**src/rtl/tone_player_if.sv**
```systemverilog
// Handshake bundle between the game logic (master) and the tone player (slave).
interface tone_player_if;
  logic       check;
  logic [3:0] sound;
  logic       buzzer;
  logic       busy;
  logic       stop;
  logic [1:0] step;

  modport master (output check, output sound,
                  input  buzzer, input busy, input stop, input step);
  modport slave  (input  check, input  sound,
                  output buzzer, output busy, output stop, output step);
endinterface

```
**src/rtl/tone_player.sv**
```systemverilog
// Piezo tone sequencer: plays scale notes and short jingles on request.
// Define TONE_PLAYER_FAST_EN for shortened simulation timing (half-periods /100).
module tone_player #(
`ifdef TONE_PLAYER_FAST_EN
  parameter int unsigned TONE_LEN = 125_000,
  parameter int unsigned REST_LEN = 25_000,
  parameter int unsigned HP_DIV   = 100
`else
  parameter int unsigned TONE_LEN = 12_500_000,
  parameter int unsigned REST_LEN = 2_500_000,
  parameter int unsigned HP_DIV   = 1
`endif
) (
  input  logic         clk,
  input  logic         reset,
  tone_player_if.slave bus
);

  typedef enum logic [1:0] {IDLE, TONE, REST, DONE} state_t;

  localparam logic [23:0] TONE_LAST = 24'(TONE_LEN - 1);
  localparam logic [23:0] REST_LAST = 24'(REST_LEN - 1);

  state_t      state;
  logic [3:0]  code;
  logic [1:0]  step;
  logic [16:0] hp_cnt;
  logic [23:0] dur_cnt;
  logic        buzzer, busy, stop;
  logic [16:0] half;
  logic [1:0]  last;

  // Note index: 0=do 1=re 2=mi 3=fa 4=so 5=la 6=ti 7=high-do
  function automatic logic [2:0] note_of(input logic [3:0] c, input logic [1:0] s);
    case (c)
      4'd9:    note_of = (s == 2'd0) ? 3'd3 : 3'd0;
      4'd10:   case (s)
                 2'd0:    note_of = 3'd0;
                 2'd1:    note_of = 3'd2;
                 default: note_of = 3'd4;
               endcase
      4'd11:   case (s)
                 2'd0:    note_of = 3'd0;
                 2'd1:    note_of = 3'd2;
                 2'd2:    note_of = 3'd4;
                 default: note_of = 3'd7;
               endcase
      4'd12:   case (s)
                 2'd0:    note_of = 3'd4;
                 2'd1:    note_of = 3'd3;
                 2'd2:    note_of = 3'd2;
                 default: note_of = 3'd0;
               endcase
      default: note_of = 3'(c - 4'd1);
    endcase
  endfunction

  function automatic logic [1:0] last_of(input logic [3:0] c);
    case (c)
      4'd9:          last_of = 2'd1;
      4'd10:         last_of = 2'd2;
      4'd11, 4'd12:  last_of = 2'd3;
      default:       last_of = 2'd0;
    endcase
  endfunction

  function automatic logic [16:0] half_of(input logic [2:0] n);
    case (n)
      3'd0:    half_of = 17'(95420 / HP_DIV);
      3'd1:    half_of = 17'(85034 / HP_DIV);
      3'd2:    half_of = 17'(75758 / HP_DIV);
      3'd3:    half_of = 17'(71633 / HP_DIV);
      3'd4:    half_of = 17'(63776 / HP_DIV);
      3'd5:    half_of = 17'(56818 / HP_DIV);
      3'd6:    half_of = 17'(50607 / HP_DIV);
      default: half_of = 17'(47801 / HP_DIV);
    endcase
  endfunction

  always_comb begin
    half = half_of(note_of(code, step));
    last = last_of(code);
  end

  always_ff @(posedge clk or negedge reset) begin
    if (!reset) begin
      state   <= IDLE;
      code    <= 4'd0;
      step    <= 2'd0;
      hp_cnt  <= 17'd0;
      dur_cnt <= 24'd0;
      buzzer  <= 1'b0;
      busy    <= 1'b0;
      stop    <= 1'b0;
    end else begin
      case (state)
        IDLE: begin
          buzzer  <= 1'b0;
          step    <= 2'd0;
          stop    <= 1'b0;
          hp_cnt  <= 17'd0;
          dur_cnt <= 24'd0;
          if (bus.check) begin
            code <= bus.sound;
            if (bus.sound != 4'd0 && bus.sound <= 4'd12) begin
              state <= TONE;
              busy  <= 1'b1;
            end else begin
              state <= DONE;
              stop  <= 1'b1;
            end
          end
        end
        TONE: begin
          // End of the note wins over a coincident half-period toggle.
          if (dur_cnt == TONE_LAST) begin
            state   <= REST;
            buzzer  <= 1'b0;
            dur_cnt <= 24'd0;
            hp_cnt  <= 17'd0;
          end else begin
            dur_cnt <= dur_cnt + 24'd1;
            if (hp_cnt == half - 17'd1) begin
              hp_cnt <= 17'd0;
              buzzer <= ~buzzer;
            end else begin
              hp_cnt <= hp_cnt + 17'd1;
            end
          end
        end
        REST: begin
          if (dur_cnt == REST_LAST) begin
            dur_cnt <= 24'd0;
            hp_cnt  <= 17'd0;
            if (step == last) begin
              state <= DONE;
              busy  <= 1'b0;
              stop  <= 1'b1;
            end else begin
              step  <= step + 2'd1;
              state <= TONE;
            end
          end else begin
            dur_cnt <= dur_cnt + 24'd1;
          end
        end
        DONE: begin
          state <= IDLE;
          stop  <= 1'b0;
          step  <= 2'd0;
        end
      endcase
    end
  end

  assign bus.buzzer = buzzer;
  assign bus.busy   = busy;
  assign bus.stop   = stop;
  assign bus.step   = step;

endmodule

```
**src/flat_wrapper.sv**
```systemverilog
// flat-port wrapper written by rule: the top's interface ports become plain ports
module tone_player_flat 
#(

  parameter int unsigned TONE_LEN = 12_500_000,
  parameter int unsigned REST_LEN = 2_500_000,
  parameter int unsigned HP_DIV   = 1

)
  (clk, reset, bus_check, bus_sound, bus_buzzer, bus_busy, bus_stop, bus_step);
  tone_player_if bus_i ();
  input  logic clk;
  input  logic reset;
  input wire logic [$bits(bus_i.check)-1:0] bus_check;
  input wire logic [$bits(bus_i.sound)-1:0] bus_sound;
  output wire logic [$bits(bus_i.buzzer)-1:0] bus_buzzer;
  output wire logic [$bits(bus_i.busy)-1:0] bus_busy;
  output wire logic [$bits(bus_i.stop)-1:0] bus_stop;
  output wire logic [$bits(bus_i.step)-1:0] bus_step;
  assign bus_i.check = bus_check;
  assign bus_i.sound = bus_sound;
  assign bus_buzzer = bus_i.buzzer;
  assign bus_busy = bus_i.busy;
  assign bus_stop = bus_i.stop;
  assign bus_step = bus_i.step;
  tone_player #(.TONE_LEN(TONE_LEN), .REST_LEN(REST_LEN), .HP_DIV(HP_DIV)) u_core (.clk(clk), .reset(reset), .bus(bus_i));
endmodule
```
**config.mk**
```make
export PLATFORM = sky130hd
export DESIGN_NAME = tone_player_flat
export DESIGN_NICKNAME = d
export VERILOG_FILES = /design/src/rtl/tone_player_if.sv /design/src/rtl/tone_player.sv /design/src/flat_wrapper.sv
export SDC_FILE = /design/constraint.sdc
export NUM_CORES = 1
export LEC_CHECK = 0
export ABC_CLOCK_PERIOD_IN_PS = 5300
export CAP_MARGIN = 0
export CORE_UTILIZATION = 55
export CTS_CLUSTER_DIAMETER = 100
export CTS_CLUSTER_SIZE = 24
export DETAILED_ROUTE_END_ITERATION = 10
export GPL_TIMING_DRIVEN = 0
export PLACE_DENSITY_LB_ADDON = 0.12
export SLEW_MARGIN = 20
export SYNTH_ARGS = -nofsm -noshare
export SYNTH_HDL_FRONTEND = slang
export SYNTH_SLANG_ARGS = --single-unit
```
**constraint.sdc**
```tcl
create_clock -name clk -period 5.3 [get_ports clk]
set_input_delay 1.06 -clock clk [delete_from_list [all_inputs] [get_ports clk]]
set_output_delay 1.06 -clock clk [all_outputs]
set_load 0.05 [all_outputs]
```
==> flow_metrics.env <==
export IMPL_outcome="complete, no violations"
export IMPL_critPathKind="flip-flop to flip-flop"
export IMPL_port_buffers=11
export IMPL_required_ns=5.47
export IMPL_intPower_mw=0.507
export IMPL_clk_path_buf_depth=2
export IMPL_synthesis_area_mm2=0.00418
export IMPL_synth_compound_area_frac=0.224
export IMPL_first_pass_iters=5
export IMPL_period_share=0.950
export IMPL_slew_headroom=0.398
export IMPL_arrival_ns=5.21
export IMPL_clk_pin_slew_ns=0.11
export IMPL_period_minus_slack_ns=5.04
export IMPL_rows=31
export IMPL_drv_cap=0
export IMPL_cts_max_level=2
export IMPL_vdd_drop_max_uv=117
export IMPL_rsz0062_at_grt="false"
export IMPL_setup_viol=0
export IMPL_viasPerCell=6.47
export IMPL_pwr_share_seq=0.605
export IMPL_synth_xor_area_share=0.0524
export IMPL_worst_pin_slew_ns=0.895
export IMPL_core_area_mm2=0.00729
export IMPL_die_y_um=89.2
export IMPL_synth_top_family_by_area="simple AND/OR/NAND/NOR gates"
export IMPL_power_density_mw_per_mm2=144
export IMPL_crit_path_end_kind="flip-flop"
export IMPL_wl_um=10600
export IMPL_syn_nets=535
export IMPL_drt_iter0_markers=325
export IMPL_cts_tree="yes"
export IMPL_p_leak_nw=1.91
export IMPL_nNetsFinal=553
export IMPL_synth_ff_type="dfrtp_1"
export IMPL_antenna_found_initial=0
export IMPL_overflow=0
export IMPL_finalNonFillerCells=625
export IMPL_yosys_register_bits=52
export IMPL_dieArea_mm2=0.00795
export IMPL_hold_viol=0
export IMPL_numCtsBuffers=5
export IMPL_cts_root_buf="clkbuf_8"
export IMPL_grt_total_usage=0.277
export IMPL_ant_nets=0
export IMPL_post_route_drc_count=0
export IMPL_start_util=0.573
export IMPL_p_sw_frac=0.226
export IMPL_io_pin_count=12
export IMPL_cts_sinks=52
export IMPL_syn2layout_area_growth_pct=8.47
export IMPL_cp_start_kind="flip-flop"
export IMPL_routabilityCongestion=0.925
export IMPL_vias=4042
export IMPL_dieWidth_um=89.2
export IMPL_grt_max_degree=53
export IMPL_synth_area_mux_share=0.0278
export IMPL_grt_pass1_vias=3523
export IMPL_pwr_share_comb=0.021
export IMPL_crit_fanout=10
export IMPL_drv_slew=0
export IMPL_pwr_share_clk=0.374
export IMPL_async_flop_share=1.00
export IMPL_drive_gt1_frac=0.0722
export IMPL_seq_area_frac_synth=0.311
export IMPL_yosys_area_share_adder=0.0629
export IMPL_synth_simple_area_share=0.269
export IMPL_final_core_util=0.622
export IMPL_wire_per_inst_um=17.0
export IMPL_place_hpwl_um=7840
export IMPL_p_sw_mw=0.148
export IMPL_yosysWarnings=0
export IMPL_syn_avg_cell_area_um2=8.24
export IMPL_num_antenna_cells=0
export IMPL_clk_latency_ns=0.31
export IMPL_synth_cells=507
export IMPL_p_total_mw=0.655
export IMPL_grt_pass1_wl_um=17300
export IMPL_synth_edf_count=0
export IMPL_finClkSkew_ns=0.0139
export IMPL_dp_cells=617
export IMPL_ys_types=70
export IMPL_max_freq_mhz=199
export IMPL_min_path_type="flip-flop to flip-flop"
-- per-stage QoR --
step	worst slack (ns)	hold WS [ns]	instance area, um^2	TNS [ns]
after floorplan	0.802	0.457	4180	0
after global placement	0.0266	0.485	4410	0
after detailed placement	-0.0490	0.499	4410	-0.323
after CTS	0.103	0.519	4510	0
after global routing	0.0251	0.553	4530	0
final	0.264	0.515	4530	0
-- synth_stat cells (3+ instances only) --
library cell | instances | area [um^2]
dfrtp_1 | 52 | 1300
o21ai_0 | 51 | 255
nand2_1 | 49 | 184
nor2_1 | 31 | 116
nand3_1 | 27 | 135
nor3_1 | 23 | 115
ha_1 | 21 | 263
clkbuf_1 | 19 | 71.3
inv_1 | 19 | 71.3
and3_1 | 16 | 100
xor2_1 | 16 | 140
a21oi_1 | 15 | 75.1
a31oi_1 | 12 | 75.1
nand4_1 | 10 | 62.6
o31ai_1 | 10 | 75.1
xnor2_1 | 9 | 78.8
and4_1 | 6 | 52.6
mux2i_1 | 6 | 60.1
o211ai_1 | 6 | 45.0
or4_1 | 6 | 45.0
a211o_1 | 5 | 43.8
mux2_2 | 5 | 56.3
nand2b_1 | 5 | 31.3
nor4_1 | 5 | 31.3
a21o_1 | 4 | 30.0
a22o_1 | 4 | 35.0
buf_2 | 4 | 20.0
buf_6 | 4 | 45.0
o311ai_0 | 4 | 35.0
a22oi_1 | 3 | 22.5
nor2b_1 | 3 | 18.8
nor4b_1 | 3 | 26.3
o21a_1 | 3 | 22.5
o22ai_1 | 3 | 18.8
or3_1 | 3 | 18.8
-- critical path, cell delays in order (launching register included) --
cell	delay [ns]
dfrtp_1	0.48
inv_1	0.11
ha_1	0.28
or4_4	0.55
buf_6	0.14
and3_1	0.22
a31oi_2	0.38
ha_1	0.30
clkbuf_1	0.38
nand3_1	0.12
or4_4	0.42
a21oi_1	0.28
o22ai_1	0.14
a221oi_1	0.25
nand4_1	0.21
nor3_4	0.35
buf_6	0.19
nor3_1	0.07
-- repair_timing --
| action | in CTS | in global routing |
|---|---|---|
| buffers inserted | 0 | 0 |
| gates resized for setup | 2 | 6 |
| hold buffers | 0 | 0 |
| setup endpoints to repair | 10 | 16 |
-- registers in the layout, summed over array words and instances (netlist names) --
signal / count
u_core.bus.busy: 1
u_core.bus.stop: 1
u_core.hp_cnt: 17
u_core.state: 2
u_core.bus.step: 2
u_core.dur_cnt: 24
u_core.bus.buzzer: 1
u_core.code: 4
-- routing by layer --
layer	vias up	GRT usage	wire length (um)
met5	-	0	0
li1	1940	-	-
met1	1956	0.406	4990
met2	123	0.434	4910
met3	23	0.0305	532
met4	0	0.0736	214
-- power by group through the flow --
stage	Combinational [mW]	Sequential (mW)	Clock, mW
detailed placement	0.0144	0.404	0
CTS	0.0144	0.396	0.248
floorplan	0.00109	0.404	0
global route	0.0161	0.397	0.262
global placement	0.0145	0.404	0
finish	0.0137	0.396	0.245
-- layout by cell type (no fill, tap or decap), types with 10 or more instances in the layout --
cell type        count
a31oi_1             11
nand3_1             27
clkbuf_1            18
nand4_1             10
dfrtp_1             52
nor3_1              22
nand2_1             49
ha_1                21
clkdlybuf4s50_1     10
inv_1               19
xor2_1              16
a21oi_1             15
o31ai_1             10
and3_1              16
nor2_1              30
o21ai_0             50
-- layout make-up --
type,count,area [um^2]
timing repair buffer,11,108
sequential,52,1300
buffer,28,145
fill,670,2760
multi-input combinational,407,2680
clock inverter,2,15.0
clock buffer,6,82.6
tap,99,124
inverter,20,75.1
-- worst paths after layout --
kind | to | from | slack [ns] | cells past startpoint
max | u_core.hp_cnt[15] | u_core.code[0] | 0.26 | 17
min | u_core.dur_cnt[2] | u_core.dur_cnt[2] | 0.51 | 1
max in group asynchronous | u_core.hp_cnt[3] | reset | 4.09 | 1
max reg2reg | u_core.hp_cnt[15] | u_core.code[0] | 0.26 | 17
min reg2reg | u_core.dur_cnt[2] | u_core.dur_cnt[2] | 0.51 | 1
min in group asynchronous | u_core.dur_cnt[1] | reset | 0.77 | 1
-- cells by family after synthesis --
kind of cell               after synthesis
buffers and inverters                   48
xor gates and xnor gates                25
muxes                                   11
AOI/OAI and AO/OA                      142
DFF                                     52
and+or+nand+nor                        208
adders and majority gates               21
No activity file was read; power rests on OpenSTA's default activity.
